`config.mk`:
```
export PLATFORM = sky130hd
export DESIGN_NAME = prog_loader
export DESIGN_NICKNAME = d
export VERILOG_FILES = /design/src/rtl/prog_loader.sv
export SDC_FILE = /design/constraint.sdc
export NUM_CORES = 1
export LEC_CHECK = 0
export ABC_AREA = 1
export BUFFER_PORTS_ARGS = -buffer_cell sky130_fd_sc_hd__buf_2
export CORE_MARGIN = 8
export CORE_UTILIZATION = 41
export DETAILED_ROUTE_END_ITERATION = 8
export HOLD_SLACK_MARGIN = 0.06
export PLACE_DENSITY = 0.65
export SLEW_MARGIN = 10
export SYNTH_ARGS = -nofsm -noshare
export SYNTH_HDL_FRONTEND = slang
export SYNTH_SLANG_ARGS = --single-unit
```
`constraint.sdc`:
```
create_clock -name clk -period 1.8 [get_ports clk]
set_clock_uncertainty 0.1 [all_clocks]
set_input_delay 0.36 -clock clk [delete_from_list [all_inputs] [get_ports clk]]
set_output_delay 0.36 -clock clk [all_outputs]
set_load 0.05 [all_outputs]
```
`src/rtl/prog_loader.sv`:
```
// prog_loader: byte-stream to serial programming-chain loader for the
// GrainFlex fabric, with readback of the bits leaving the chain.
module prog_loader #(
    parameter int CHAIN_BITS = 256,
    parameter int DIV        = 2,
    parameter int RST_CYCLES = 4
) (
    input  logic       clk,
    input  logic       rst_n,
    input  logic       start,
    input  logic [7:0] s_data,
    input  logic       s_valid,
    output logic       s_ready,
    output logic [7:0] m_data,
    output logic       m_valid,
    output logic       busy,
    output logic       done,
    output logic       prog_clk,
    output logic       prog_rst,
    output logic       prog_en,
    output logic       prog_din,
    input  logic       prog_dout
);

    localparam int BW = $clog2(CHAIN_BITS + 1);
    localparam int DW = (DIV > 1) ? $clog2(DIV) : 1;
    localparam int RW = (RST_CYCLES > 1) ? $clog2(RST_CYCLES) : 1;
    localparam logic [BW-1:0] LAST_BIT = BW'(CHAIN_BITS - 1);
    localparam logic [DW-1:0] DIV_LD   = DW'(DIV - 1);
    localparam logic [RW-1:0] RST_LD   = RW'(RST_CYCLES - 1);

    typedef enum logic [2:0] {
        IDLE,
        RST,
        LOAD,
        SHIFT_LO,
        SHIFT_HI,
        FINISH
    } state_t;

    state_t        state_q, state_d;
    logic [BW-1:0] bit_cnt_q, bit_cnt_d;
    logic [2:0]    idx_q, idx_d;
    logic [DW-1:0] div_cnt_q, div_cnt_d;
    logic [RW-1:0] rst_cnt_q, rst_cnt_d;
    logic [7:0]    byte_q, byte_d;
    logic [7:0]    rb_q, rb_d;
    logic [7:0]    samp;
    logic          s_ready_q, s_ready_d;
    logic [7:0]    m_data_q, m_data_d;
    logic          m_valid_q, m_valid_d;
    logic          busy_q, busy_d;
    logic          done_q, done_d;
    logic          prog_clk_q, prog_clk_d;
    logic          prog_rst_q, prog_rst_d;
    logic          prog_en_q, prog_en_d;
    logic          prog_din_q, prog_din_d;

    always_comb begin
        state_d    = state_q;
        bit_cnt_d  = bit_cnt_q;
        idx_d      = idx_q;
        div_cnt_d  = div_cnt_q;
        rst_cnt_d  = rst_cnt_q;
        byte_d     = byte_q;
        rb_d       = rb_q;
        s_ready_d  = s_ready_q;
        m_data_d   = m_data_q;
        m_valid_d  = 1'b0;
        busy_d     = busy_q;
        done_d     = 1'b0;
        prog_clk_d = prog_clk_q;
        prog_rst_d = prog_rst_q;
        prog_en_d  = prog_en_q;
        prog_din_d = prog_din_q;
        // rb_q is cleared at each byte start, so unset high bits stay zero
        samp        = rb_q;
        samp[idx_q] = prog_dout;

        unique case (state_q)
            IDLE: begin
                if (start) begin
                    state_d    = RST;
                    busy_d     = 1'b1;
                    prog_rst_d = 1'b1;
                    rst_cnt_d  = RST_LD;
                end
            end
            RST: begin
                if (rst_cnt_q == '0) begin
                    state_d    = LOAD;
                    prog_rst_d = 1'b0;
                    prog_en_d  = 1'b1;
                    s_ready_d  = 1'b1;
                    bit_cnt_d  = '0;
                    idx_d      = '0;
                    rb_d       = '0;
                end else begin
                    rst_cnt_d = rst_cnt_q - RW'(1);
                end
            end
            LOAD: begin
                if (s_valid && s_ready_q) begin
                    state_d    = SHIFT_LO;
                    byte_d     = s_data;
                    s_ready_d  = 1'b0;
                    prog_din_d = s_data[0];
                    idx_d      = '0;
                    div_cnt_d  = DIV_LD;
                end
            end
            SHIFT_LO: begin
                if (div_cnt_q == '0) begin
                    state_d    = SHIFT_HI;
                    prog_clk_d = 1'b1;
                    div_cnt_d  = DIV_LD;
                    rb_d       = samp;
                    if (idx_q == 3'd7 || bit_cnt_q == LAST_BIT) begin
                        m_data_d  = samp;
                        m_valid_d = 1'b1;
                        rb_d      = '0;
                    end
                end else begin
                    div_cnt_d = div_cnt_q - DW'(1);
                end
            end
            SHIFT_HI: begin
                if (div_cnt_q == '0) begin
                    prog_clk_d = 1'b0;
                    if (bit_cnt_q == LAST_BIT) begin
                        state_d    = FINISH;
                        prog_en_d  = 1'b0;
                        prog_din_d = 1'b0;
                        done_d     = 1'b1;
                    end else begin
                        bit_cnt_d = bit_cnt_q + BW'(1);
                        if (idx_q == 3'd7) begin
                            state_d   = LOAD;
                            s_ready_d = 1'b1;
                        end else begin
                            state_d    = SHIFT_LO;
                            idx_d      = idx_q + 3'd1;
                            prog_din_d = byte_q[idx_q+3'd1];
                            div_cnt_d  = DIV_LD;
                        end
                    end
                end else begin
                    div_cnt_d = div_cnt_q - DW'(1);
                end
            end
            FINISH: begin
                state_d = IDLE;
                busy_d  = 1'b0;
            end
            default: state_d = IDLE;
        endcase
    end

    always_ff @(posedge clk or negedge rst_n) begin
        if (!rst_n) begin
            state_q    <= IDLE;
            bit_cnt_q  <= '0;
            idx_q      <= '0;
            div_cnt_q  <= '0;
            rst_cnt_q  <= '0;
            byte_q     <= '0;
            rb_q       <= '0;
            s_ready_q  <= 1'b0;
            m_data_q   <= '0;
            m_valid_q  <= 1'b0;
            busy_q     <= 1'b0;
            done_q     <= 1'b0;
            prog_clk_q <= 1'b0;
            prog_rst_q <= 1'b0;
            prog_en_q  <= 1'b0;
            prog_din_q <= 1'b0;
        end else begin
            state_q    <= state_d;
            bit_cnt_q  <= bit_cnt_d;
            idx_q      <= idx_d;
            div_cnt_q  <= div_cnt_d;
            rst_cnt_q  <= rst_cnt_d;
            byte_q     <= byte_d;
            rb_q       <= rb_d;
            s_ready_q  <= s_ready_d;
            m_data_q   <= m_data_d;
            m_valid_q  <= m_valid_d;
            busy_q     <= busy_d;
            done_q     <= done_d;
            prog_clk_q <= prog_clk_d;
            prog_rst_q <= prog_rst_d;
            prog_en_q  <= prog_en_d;
            prog_din_q <= prog_din_d;
        end
    end

    assign s_ready  = s_ready_q;
    assign m_data   = m_data_q;
    assign m_valid  = m_valid_q;
    assign busy     = busy_q;
    assign done     = done_q;
    assign prog_clk = prog_clk_q;
    assign prog_rst = prog_rst_q;
    assign prog_en  = prog_en_q;
    assign prog_din = prog_din_q;

endmodule

```
Word level (Yosys, flattened, before mapping)
Index checks and enable logic that the tools add are counted.

cells by class
  add/sub/neg operators = 4
  $lt $le $gt $ge = 3
  equal/unequal tests = 18
  multiplexer cells = 63
  bitwise gates (word level) = 1
  reductions and logical operators = 27

operators by type and width
  kind                                                 count
  two-way mux 3 bit                                    11
  two-way mux 1 bit                                    29
  two-way mux 9 bit                                    3
  two-way mux 8 bit                                    3
  inequality test 2 bit, second input constant         10
  case mux 9 bit (2 select lines)                      1
  case mux 8 bit (2 select lines)                      1
  case mux 3 bit (5 select lines)                      1
  AND reduction 3 bit                                  5
  AND reduction 4 bit                                  3
  AND reduction 6 bit                                  2
  nonzero test 2 bit                                   6
  case mux 1 bit (2 select lines)                      5
  adder 9 x 1 -> 9 bit, second input constant          1
  equality test 3 bit, second input constant           3
  equality test 9 x 8 -> 1 bit, second input constant  1
  case mux 3 bit (3 select lines)                      1
  bitwise mux 8 bit                                    1
  < comparator 3 x 4 -> 1 bit, second input constant   2
  equality test 3 x 2 -> 1 bit, second input constant  2
  case mux 1 bit (3 select lines)                      2
  AND reduction 2 bit                                  3
  nonzero test 3 bit                                   2
  AND reduction 5 bit                                  1
  15 further kinds                                     17

storage, ports and cells
  register bits = 50
  bits of input ports = 13
  output and inout bits = 16
  logic and storage cells = 132

Depth between registers and ports, before layout
Gate-level depths: netlist (run 1).

  depth after elaboration = 8
  mapped depth = 13
  gate-level depth less buffers = 13

Least setup slack after synthesis (run 1)
Ideal clock, no wire load.

  kind = flip-flop to flip-flop
  start = reg bit_cnt_q[0]
  end = reg m_data_q[0], in the netlist m_data[0]
  setup time = 0.118 ns
  arrival time = 1.648 ns
  required time = 1.582 ns
  slack = -0.066 ns
  stages on the path, launching flop included = 13
  buffers on the path = 0
  period minus slack after synthesis = 1.866 ns
  cells stage by stage = dfrtp_1 -> ha_1 -> nand2_1 -> inv_1 -> nand4_1 -> nor2_1 -> ha_1 -> nor2_1 -> inv_1 -> nand2_2 -> clkinv_2 -> nand2_1 -> nand2_1

on the way
  longest elaborated chain between the ends = 3

ends and longest elaborated chain
  element                               line  RTL
  from (decl)                           42    logic [BW-1:0] bit_cnt_q, bit_cnt_d;
  from (signal assigned)                179   bit_cnt_q <= bit_cnt_d;
  equality test 9 x 8 -> 1 bit          118   if (idx_q == 3'd7 || bit_cnt_q == LAST_BIT) begin
  logical OR 1 bit                      118
  AND reduction 3 bit (no source line)  --
  to (signal assigned)                  186   m_data_q <= m_data_d;
  to (decl)                             50    logic [7:0] m_data_q, m_data_d;

No other way between the ends.
A chain may end at the register's enable or synchronous reset.

Worst setup path in the final report (run 1)
  start = reg bit_cnt_q[0]
  end = reg prog_din_q, in the netlist prog_din

on the way
  longest elaborated chain between the ends = 4
  elaborated cells between the ends (all ways) = 6
  those cells by class = 2 x eq/ne; 3 x mux; 1 x reduce/logical

ends and longest elaborated chain
  element                           line  RTL
  equality test 9 x 8 -> 1 bit (*)  130   if (bit_cnt_q == LAST_BIT) begin
  two-way mux 1 bit                 130
  two-way mux 1 bit                 128   if (div_cnt_q == '0) begin
  case mux 1 bit (2 select lines)   80    unique case (state_q)
  to (signal assigned)              193   prog_din_q <= prog_din_d;
  to (decl)                         57    logic prog_din_q, prog_din_d;

Every way passes the cells marked *; elsewhere a longest branch is shown, timed or not. The select of a mux whose other input is x is not followed.

==> results of run 1 <==
-- metal layers --
| layer | vias to the layer above | global-route usage [%] | wire (um) |
|---|---|---|---|
| li1 | 1147 | - | - |
| met5 | - | 0 | 0 |
| met3 | 5 | 2.81 | 241 |
| met1 | 1049 | 17.4 | 2700 |
| met4 | 0 | 4.61 | 76 |
| met2 | 37 | 22.2 | 2740 |
-- worst min-delay path, cell delays in order --
cell	delay (ps)
buf_2	70
nand2_1	40
nand2_1	50
-- layout make-up --
| type | instances | area, um^2 |
|---|---|---|
| clock buffer | 7 | 86.3 |
| clock inverter | 1 | 8.76 |
| fill | 598 | 3040 |
| inverter | 41 | 169 |
| multi-input combinational | 229 | 1300 |
| sequential | 50 | 1250 |
| tap | 77 | 96.3 |
| timing repair buffer | 47 | 309 |
| timing repair inverter | 1 | 8.76 |
-- state kept, by name, summed over array words and instances (netlist names) --
register,flops
byte_q,8
m_data,8
busy,1
prog_en,1
rst_cnt_q,2
s_ready,1
prog_rst,1
state_q,3
rb_q,8
bit_cnt_q,9
done,1
prog_clk,1
idx_q,3
prog_din,1
m_valid,1
div_cnt_q,1
-- synth_stat cells, types with 2 or more instances --
cell	number	area (um^2)
a21oi_1	6	30.0
nand3b_1	2	15.0
dfrtp_1	50	1250
nand3_2	4	40.0
nand3_1	27	135
nor2_2	3	18.8
inv_4	2	12.5
nand2_1	97	364
inv_1	36	135
o21ai_2	5	43.8
ha_1	6	75.1
o21ai_0	24	120
nand4_1	4	25.0
xor2_1	2	17.5
nand2_2	6	37.5
nor3_1	2	10.0
nor2_1	22	82.6
a22o_1	7	61.3
nor2_4	2	22.5
-- power by group --
part           internal [mW]  switching (mW)  leakage, nW
Combinational          0.576            1.27        0.929
Sequential              1.37           0.188        0.608
Clock                  0.319           0.387       0.0489
-- worst max path at each step --
stage                           end  cells after the start          from  slack (ps)
after floorplan            idx_q[0]                     12  bit_cnt_q[0]         -20
after global placement      rb_q[1]                     10  bit_cnt_q[0]         -70
after detailed placement    rb_q[0]                     10  bit_cnt_q[0]        -170
after CTS                 m_data[6]                     12  bit_cnt_q[1]         -30
after global routing       prog_din                     13  bit_cnt_q[1]        -230
final                      prog_din                     13  bit_cnt_q[0]         -90
-- logic make-up (layout without fill, tap and decap cells) --
family | count (synthesis) | in the layout
and+or+nand+nor | 173 | 174
DFF | 50 | 50
AOI/OAI and AO/OA | 47 | 47
buffers and inverters | 44 | 97
adders and majority gates | 6 | 6
xor gates and xnor gates | 2 | 2
-- cells in the final DEF, fill, tap and decap left out, drive strengths merged, types with 5 or more instances in the layout --
master	n
nand2	104
dfrtp	50
buf	46
inv	40
nand3	31
nor2	29
o21ai	29
a22o	7
clkbuf	7
a21oi	6
ha	6
nand4	5
-- through the flow --
| step | TNS [ps] | utilization (%) | hold slack [ps] | instances |
|---|---|---|---|---|
| 6_report | -1250 | 51.5 | 148 | 453 |
| 5_1_grt | -5380 | 51.5 | 141 | 453 |
| 4_1_cts | -263 | 49.7 | 146 | 448 |
| 3_5_place_dp | -2390 | 47.2 | 283 | 438 |
| 3_3_place_gp | -785 | 47.2 | 267 | 438 |
| 2_1_floorplan | -197 | - | -35.6 | 322 |
-- timing repair --
item / in CTS / in global routing
hold buffers: 1 / 0
setup buffers: 1 / 3
gates resized for setup: 12 / 34
endpoints found under the hold margin: 50 / 0
pin swaps: 5 / 19
endpoints found under the setup margin: 29 / 37
cloned: 0 / 2
==> key figures, run 1 <==
Floorplanning
  – Core ar.: 6280 um^2
  – Chip Width: 95.9 um
  – Cell row count: 29
  – Initial Util: 41.7%
  – # IOs: 29
  – Die H: ~96 um
  – Total Die Area: 9200 um^2

Synthesis
  – Post-synthesis adder-cell area fraction: 2.87%
  – Flops & latches, synth: 50
  – Mux cell area share after synthesis: 0%
  – Largest family of logic cells by synthesized area: simple AND/OR/NAND/NOR gates
  – Synth Cell Area: roughly 2600 um^2
  – Post-synth EDFFs: 0
  – Xor/xnor cell area share of the yosys netlist: 0.669%
  – Post-synth cell types: 34
  – Yosys warns: 0
  – Simple-Gate Fraction of Synth Area: 30.6%
  – Mapped Cells: 322
  – Synth Area in Compound Gates: between 10% and 20%
  – Seq/Total Area, Yosys: 47.8%
  – Syn avg cell area: between 8 and 9 um^2
  – Top FF cell, synth: dfrtp_1
  – Syn Nets: 341
  – Fraction of registers with async set/reset: 100%

Clocking
  – CTS Root Cell: clkbuf_8
  – H-tree levels: 2
  – CTS tree: done
  – Max clock buf depth: 2
  – Worst skew pair latency: 310 ps
  – Clock sink count: 50
  – Clock slew at reported path FFs: 90 ps
  – Num CTS Buffers: 5

Power and ir drop
  – LEAKAGE: 1.59 nW
  – PwrDens: 1270 nW/um^2
  – Worst vdd ir: roughly 800 uV
  – Tot Pwr: 4.11 mW

Drt
  – Final wirelength: 5760 um
  – DRT Pass-1 Iters: 4
  – Routed via count: 2238
  – Vias per inst: between 4 and 5
  – Drt first-iter violations: 91
  – Post-route ant nets: 0
  – Drt wl/cell: 12.7 um
  – DRC: 0

Critical path
  – Buf+Inv Stages, Crit Path: 2
  – Worst Path Required: ~1900 ps
  – Family with the most delay on the worst path: simple AND/OR/NAND/NOR gates
  – Max FO, Critical Path: 3
  – Setup CP Type: flop to flop
  – Critical path's slowest cell: dfrtp_1
  – Critical Path, Cell by Cell: ha_2, nand2_2, inv_2, nand4_1, nor2_4, ha_4, inv_2, nand2_2, nand3_1, nand2_1, nand2_1, nor2_1, a21oi_1
  – Worst EP arrival: between 1500 and 2000 ps
  – Reg-to-reg startpoint: bit_cnt_q[0]
  – R2r endpoint: prog_din
  – Worst setup EP type: flop
  – Largest stage delay, worst path: 370 ps
  – R2r setup slk: -90 ps
  – FF-to-FF path depth: 13
  – Crit path launch type: flop

Timing
  – Setup violations, final: 30
  – Max frequency: around 530 MHz
  – Measured slew at the worst slew-check pin: 380 ps
  – Min cycle time layout: 1890 ps
  – RSZ-0062 raised after global routing: yes
  – Slew Viols, Final: 0
  – Final period utilization: 105%
  – Hold Vio Cnt, Final: 0
  – Normalized max-slew margin: roughly 75%
  – Final WS setup: -91.4 ps

Outcome
  – Status: finished, violations left
  – Failing checks: negative setup slack

Run
  – Maxcap violations: 0

Cells and area
  – Final #Nets: 394
  – Layout cell share with drive strength beyond 1: roughly 30%
  – Fin area: around 3200 um^2
  – Number of antenna diodes: 0
  – P&R area growth vs syn: 23.4%

Placed design
  – GPL Wtd Cong: around 0.83
  – Dpl ws: -170 ps
  – DP Area: 2960 um^2
  – Port Buffers: 28
  – Dpl hpwl: approximately 4000 um

Min path
  – Hold depth: 3
  – WHS Endpoint: byte_q[1]
  – Worst hold start: s_data[1]
  – HP Class: primary input to flop

GRT
  – Global Route Usage Sum: a little over an eighth
  – Total gr overflow: 0
  – Global-route wire length before repair: 10000 um
  – Pin count of the biggest net entering global routing: slightly above 50
  – Number of global-route vias before repair: 2209
  – Initial antenna violation count: 0
(Power assumes the default switching activity.)
==> inputs of run 2 (changes only) <==
Settings changed: CORE_UTILIZATION 41 to 45, PLACE_DENSITY 0.65 to 0.7.
==> run 2 against run 1 <==
Effect of this change:
- the flow still finishes with violations (negative setup slack)
- fmax increased by 1.1%
- largest power group unchanged
- worst hold slack got worse by 3.1 ps
- cell area increased by 2.2%
==> key figures, run 2 (synthesized netlist as in run 1, its figures left out) <==
Timing
  – Setup violations, final: 27 (-10%)
  – Hold Vio Cnt, Final: 0 (unchanged)
  – TNS Setup: -1440 ps (-190 ps)
  – Min cycle time layout: 1870 ps (-21.3 ps)
  – Measured slew at the worst slew-check pin: 336 ps (-44.2 ps)
  – Final period utilization: 104% (-1.2 points)
  – RSZ-0062 raised after global routing: yes
  – Max frequency: 535 MHz (+1.1%)
  – Slew Viols, Final: 0 (unchanged)
  – Final WS setup: -70.1 ps (+21.3 ps)
  – Normalized max-slew margin: 77.6% (+3.0 points)

Cells and area
  – Fin cells: 449 (-0.88%)
  – Commonest cells after routing, fill and taps aside: 75 x nand2_1, 50 x dfrtp_1, 33 x inv_1
  – P&R area growth vs syn: 26.1%
  – Area occupied by multi-input gates: 1330 um^2 (+2.1%)
  – Most common cell after layout, fill and taps aside: nand2_1
  – Final #Nets: 395 (+0.25%)
  – Fin area: 3300 um^2 (+2.2%)
  – Max reg flops: 9 (unchanged)
  – Sequential cell area: 1250 um^2 (unchanged)
  – Number of antenna diodes: 0 (unchanged)
  – Filler Cells Inserted: 497 (-17%)
  – Layout cell share with drive strength beyond 1: 32.4% (+2.8 points)
  – Biggest register: bit_cnt_q
  – Util after Layout: 59.3% (+7.8 points)

Clocking
  – Num CTS Buffers: 5 (unchanged)
  – Clock slew at reported path FFs: 90 ps (about the same)
  – CTS Root Cell: clkbuf_8
  – Clock sink count: 50 (unchanged)
  – Worst skew pair latency: 310 ps (about the same)
  – H-tree levels: 2 (unchanged)
  – CTS tree: done
  – Max clock buf depth: 2 (unchanged)

Drt
  – Top sig layer: met4
  – Drt first-iter violations: 120 (+32%)
  – DRC: 0 (unchanged)
  – Total length of routed met2 wires: 2870 um (+4.8%)
  – Wire length on met3: 180 um (-25%)
  – Routed via count: 2220 (-0.80%)
  – Vias per inst: 4.94 (about the same)
  – DRT Pass-1 Iters: 4 (unchanged)
  – Metal-1 WL: 2600 um (-3.9%)
  – Final wirelength: 5740 um (-0.35%)
  – Post-route ant nets: 0 (unchanged)
  – Drt wl/cell: 12.8 um (+0.54%)

Critical path
  – Worst EP arrival: 1970 ps (-20 ps)
  – Largest stage delay, worst path: 390 ps (+20 ps)
  – Buf+Inv Stages, Crit Path: 2 (unchanged)
  – Worst setup EP type: flop
  – Setup CP Type: flop to flop
  – Critical path's slowest cell: dfrtp_1
  – Top cell by count, worst path: nand2_2
  – FF-to-FF path depth: 10 (-3)
  – Crit path launch type: flop
  – Max FO, Critical Path: 7 (+4)
  – Family with the most delay on the worst path: simple AND/OR/NAND/NOR gates
  – Critical Path Stages: 10 (-3)
  – Critical Path, Cell by Cell: ha_2, nand2_2, inv_2, nand4_1, nor2_2, ha_4, nor2_4, nand2_2, clkinv_4, a22o_1
  – Worst Path Required: 1900 ps (about the same)

Floorplanning
  – Initial Util: 47.0% (+5.3 points)
  – # IOs: 29 (unchanged)
  – Cell row count: 27 (-6.9%)
  – Core ar.: 5570 um^2 (-11%)
  – Total Die Area: 8520 um^2 (-7.4%)
  – Die H: 92.3 um (-3.8%)
  – Chip Width: 92.3 um (-3.8%)

GRT
  – Pin count of the biggest net entering global routing: 51 (unchanged)
  – Global Route Usage Sum: 14.4% (+0.80 points)
  – Global-route wire length before repair: 10000 um (about the same)
  – Initial antenna violation count: 0 (unchanged)
  – Total gr overflow: 0 (unchanged)
  – Number of global-route vias before repair: 2234 (+1.1%)

Placed design
  – Dpl hpwl: 4080 um (+0.38%)
  – Inst Count DP: 436 (-0.46%)
  – DP Area: 2990 um^2 (+0.97%)
  – Port Buffers: 28 (unchanged)
  – GPL Wtd Cong: 0.850 (+2.4%)

Power and ir drop
  – LEAKAGE: 1.61 nW (+1.4%)
  – Tot Pwr: 4.32 mW (+5.1%)
  – Worst vdd ir: 907 uV (+13%)
  – PwrDens: 1310 nW/um^2 (+2.8%)

Min path
  – HP Class: primary input to flop
  – Hold depth: 3 (unchanged)

Outcome
  – Status: finished, violations left
  – Failing checks: negative setup slack

Run
  – Maxcap violations: 0 (unchanged)
[run 2: changes by cell type in the layout (fill, tap and decap cells not counted), sizes merged]
cell,before,now
buf,46,48
bufinv,0,1
clkbuf,7,6
clkinv,3,2
clkinvlp,0,1
nor2,29,28
[run 2: timing repair]
item                       CTS  global route
buffers inserted             2             1
gates resized for setup     33            28
setup endpoints to repair   34            41
pin swaps                   26            18
cloned                       0             1
hold endpoints to repair    50             0
hold buffers                 1             0
[run 2: worst paths after layout]
check | end | start | slack, ps
setup / recovery | rb_q[6] | bit_cnt_q[0] | -70
hold / removal | byte_q[1] | s_data[1] | 150
setup reg to reg | rb_q[6] | bit_cnt_q[0] | -70
hold reg to reg | byte_q[1] | byte_q[1] | 380
max in group asynchronous | idx_q[1] | rst_n | 920
min in group asynchronous | prog_din | rst_n | 460
[run 2: final cells by class]
| cell class | count | share of cell area (%) |
|---|---|---|
| Inverter | 41 | 5.11 |
| Clock buffer | 6 | 2.20 |
| Sequential cell | 50 | 37.9 |
| Timing Repair Buffer | 49 | 10.4 |
| Tap cell | 72 | 2.73 |
| Clock inverter | 2 | 1.14 |
| Multi-Input combinational cell | 228 | 40.3 |
| Timing Repair inverter | 1 | 0.265 |
[run 2: through the flow]
step                      hold slack [ps]  setup slack [ps]
after floorplan                     -35.6             -19.7
after global placement                267             -79.7
after detailed placement              272              -199
after CTS                             139             -79.3
after global routing                  145              -212
final                                 145             -70.1
[run 2: where the power goes]
part	internal [mW]	switching (mW)	leakage, nW
Sequential	1.37	0.177	0.608
Combinational	0.658	1.32	0.949
Clock	0.415	0.378	0.0514
Total	2.44	1.87	1.61
[run 2: metal layers]
| metal | vias up | global-route usage [%] |
|---|---|---|
| met5 | - | 0 |
| met4 | 0 | 5.64 |
| met3 | 5 | 3.31 |
| met2 | 33 | 24.2 |
| met1 | 1025 | 17.4 |
| li1 | 1157 | - |
[run 2: worst reg2reg max path, delay by kind of cell (launching register included)]
family                   cells  cell delay (ps)
adder cells (fa/ha/maj)      2              390
buffers and inverters        2              150
AO/OA/AOI/OAI                1              190
AND/OR/NAND/NOR              5              550
flip-flops                   1              390
==> inputs of run 3 (changes only) <==
Settings changed: CORE_UTILIZATION 45 to 40, PLACE_DENSITY 0.7 to 0.64.
==> run 3 against run 2 <==
Effect of this change:
- the flow still finishes with violations (negative setup slack)
- core utilization down 8.2 points
- final cell count up 1.1%
- global-route usage is 2.1 points lower
- power decreased by 4.3%
- sequential cell count is the same
- via count increased by 1.3%
- wire length decreased by 0.91%
- register-to-register slack is essentially flat
- fmax shrank 0.79%
- clock power shrank 10%
- die area up 10%
- clock-buffer cell count did not move
- largest cell class unchanged
- largest power group unchanged
- highest routed layer unchanged
==> key figures, run 3 (synthesized netlist as in run 1, its figures left out) <==
Outcome
  – Status: finished, violations left
  – Failing checks: negative setup slack

Clocking
  – CTS Root Cell: clkbuf_8
  – Worst skew pair latency: 310 ps (about the same)
  – Clock slew at reported path FFs: 90 ps (about the same)
  – CTS tree: done
  – Clock sink count: 50 (unchanged)
  – Max clock buf depth: 2 (unchanged)
  – Num CTS Buffers: 5 (unchanged)
  – H-tree levels: 2 (unchanged)

Drt
  – DRT Pass-1 Iters: 5 (+1)
  – Drt first-iter violations: 93 (-23%)
  – Routed via count: 2248 (+1.3%)
  – Post-route ant nets: 0 (unchanged)
  – Vias per inst: 4.95 (+0.15%)
  – DRC: 0 (unchanged)
  – Drt wl/cell: 12.5 um (-2.0%)
  – Final wirelength: 5690 um (-0.91%)

GRT
  – Pin count of the biggest net entering global routing: 51 (unchanged)
  – Global Route Usage Sum: 12.3% (-2.1 points)
  – Global-route wire length before repair: 9900 um (-1.2%)
  – Number of global-route vias before repair: 2229 (-0.22%)
  – Total gr overflow: 0 (unchanged)
  – Initial antenna violation count: 0 (unchanged)

Cells and area
  – Max reg flops: 9 (unchanged)
  – Util after Layout: 51.1% (-8.2 points)
  – Fin cells: 454 (+1.1%)
  – Biggest register: bit_cnt_q
  – Layout cell share with drive strength beyond 1: 30.8% (-1.6 points)
  – Most common cell after layout, fill and taps aside: nand2_1
  – Fin area: 3240 um^2 (-1.8%)
  – P&R area growth vs syn: 23.8%
  – Final #Nets: 395 (unchanged)
  – Number of antenna diodes: 0 (unchanged)
  – Commonest cells after routing, fill and taps aside: 79 x nand2_1, 50 x dfrtp_1, 33 x inv_1

Placed design
  – Inst Count DP: 439 (+0.69%)
  – GPL Wtd Cong: 0.802 (-5.7%)
  – DP Area: 2970 um^2 (-0.71%)
  – Dpl ws: -155 ps (+44.7 ps)
  – Dpl hpwl: 3990 um (-2.3%)
  – Port Buffers: 28 (unchanged)

Critical path
  – FF-to-FF path depth: 12 (+2)
  – Max FO, Critical Path: 7 (unchanged)
  – Worst setup EP type: flop
  – Crit path launch type: flop
  – Setup CP Type: flop to flop
  – R2r setup slk: -90 ps (about the same)
  – Worst EP arrival: 1980 ps (about the same)
  – Worst Path Required: 1900 ps (about the same)

Floorplanning
  – Chip Width: 96.9 um (+5.0%)
  – Cell row count: 29 (+7.4%)
  – Initial Util: 41.3% (-5.7 points)
  – # IOs: 29 (unchanged)
  – Core ar.: 6350 um^2 (+14%)
  – Die H: 96.9 um (+5.0%)
  – Total Die Area: 9400 um^2 (+10%)

Power and ir drop
  – Tot Pwr: 4.13 mW (-4.3%)
  – PwrDens: 1270 nW/um^2 (-2.5%)
  – Worst vdd ir: 895 uV (-1.3%)
  – LEAKAGE: 1.60 nW (-0.51%)

Timing
  – Final period utilization: 105% (+0.83 points)
  – TNS Setup: -786 ps (+650 ps)
  – Max frequency: 530 MHz (-0.79%)
  – Slew Viols, Final: 0 (unchanged)
  – Normalized max-slew margin: 75.9% (-1.7 points)
  – Hold Vio Cnt, Final: 0 (unchanged)
  – Hold WS: 148 ps (+2.77 ps)
  – Min cycle time layout: 1890 ps (+14.9 ps)
  – Measured slew at the worst slew-check pin: 361 ps (+25.8 ps)
  – Final WS setup: -85.0 ps (-14.9 ps)
  – Setup violations, final: 21 (-22%)
  – RSZ-0062 raised after global routing: yes

Min path
  – Hold depth: 3 (unchanged)
  – HP Class: primary input to flop

Run
  – Maxcap violations: 0 (unchanged)
[run 3: changes by cell type in the layout (fill, tap and decap cells not counted), moves of 2 or more]
cell / delta
nand2_2: -4
buf_4: +3
nand2_1: +4
buf_6: -2
o21ai_1: -4
o21ai_0: +5
[run 3: path summary, 6_finish.rpt]
kind,start,endpoint
max in group asynchronous,rst_n,done
min in group asynchronous,rst_n,busy
hold reg to reg,byte_q[1],byte_q[1]
hold / removal,s_data[1],byte_q[1]
setup / recovery,bit_cnt_q[1],bit_cnt_q[4]
setup reg to reg,bit_cnt_q[1],bit_cnt_q[4]
[run 3: cell type report]
| type | count | area, um^2 |
|---|---|---|
| sequential | 50 | 1250 |
| fill | 591 | 3110 |
| inverter | 41 | 169 |
| tap | 77 | 96.3 |
| timing repair inverter | 1 | 6.26 |
| clock buffer | 6 | 82.6 |
| multi-input combinational | 228 | 1300 |
| clock inverter | 2 | 17.5 |
| timing repair buffer | 49 | 324 |
[run 3: what timing repair did]
action | CTS | global route
setup endpoints to repair | 27 | 35
pin swaps | 6 | 25
hold buffers | 1 | 0
hold endpoints to repair | 50 | 0
gates resized for setup | 11 | 33
setup buffers | 1 | 4
cloned | 0 | 1
[run 3: routing by layer]
metal	global-route usage, %	vias to the layer above	wire length, um
li1	-	1151	-
met1	15.0	1062	2700
met2	20.6	30	2770
met3	2.56	5	141
met4	4.85	0	79
met5	0	-	0
[run 3: power by group]
group	internal [mW]	switching [mW]	leakage, nW	total [mW]
sequential	1.37	0.174	0.608	1.54
clock	0.317	0.396	0.0514	0.713
combinational	0.603	1.27	0.940	1.88
[run 3: critical path, cell delays in order (launching register included)]
cell	delay [ps]
dfrtp_1	370
ha_2	190
nand2_2	70
inv_2	60
nand4_1	140
nor2_4	190
ha_4	180
nand2_2	70
nand2_4	80
nor2_8	60
buf_4	140
nand2_1	60
o21ai_0	70
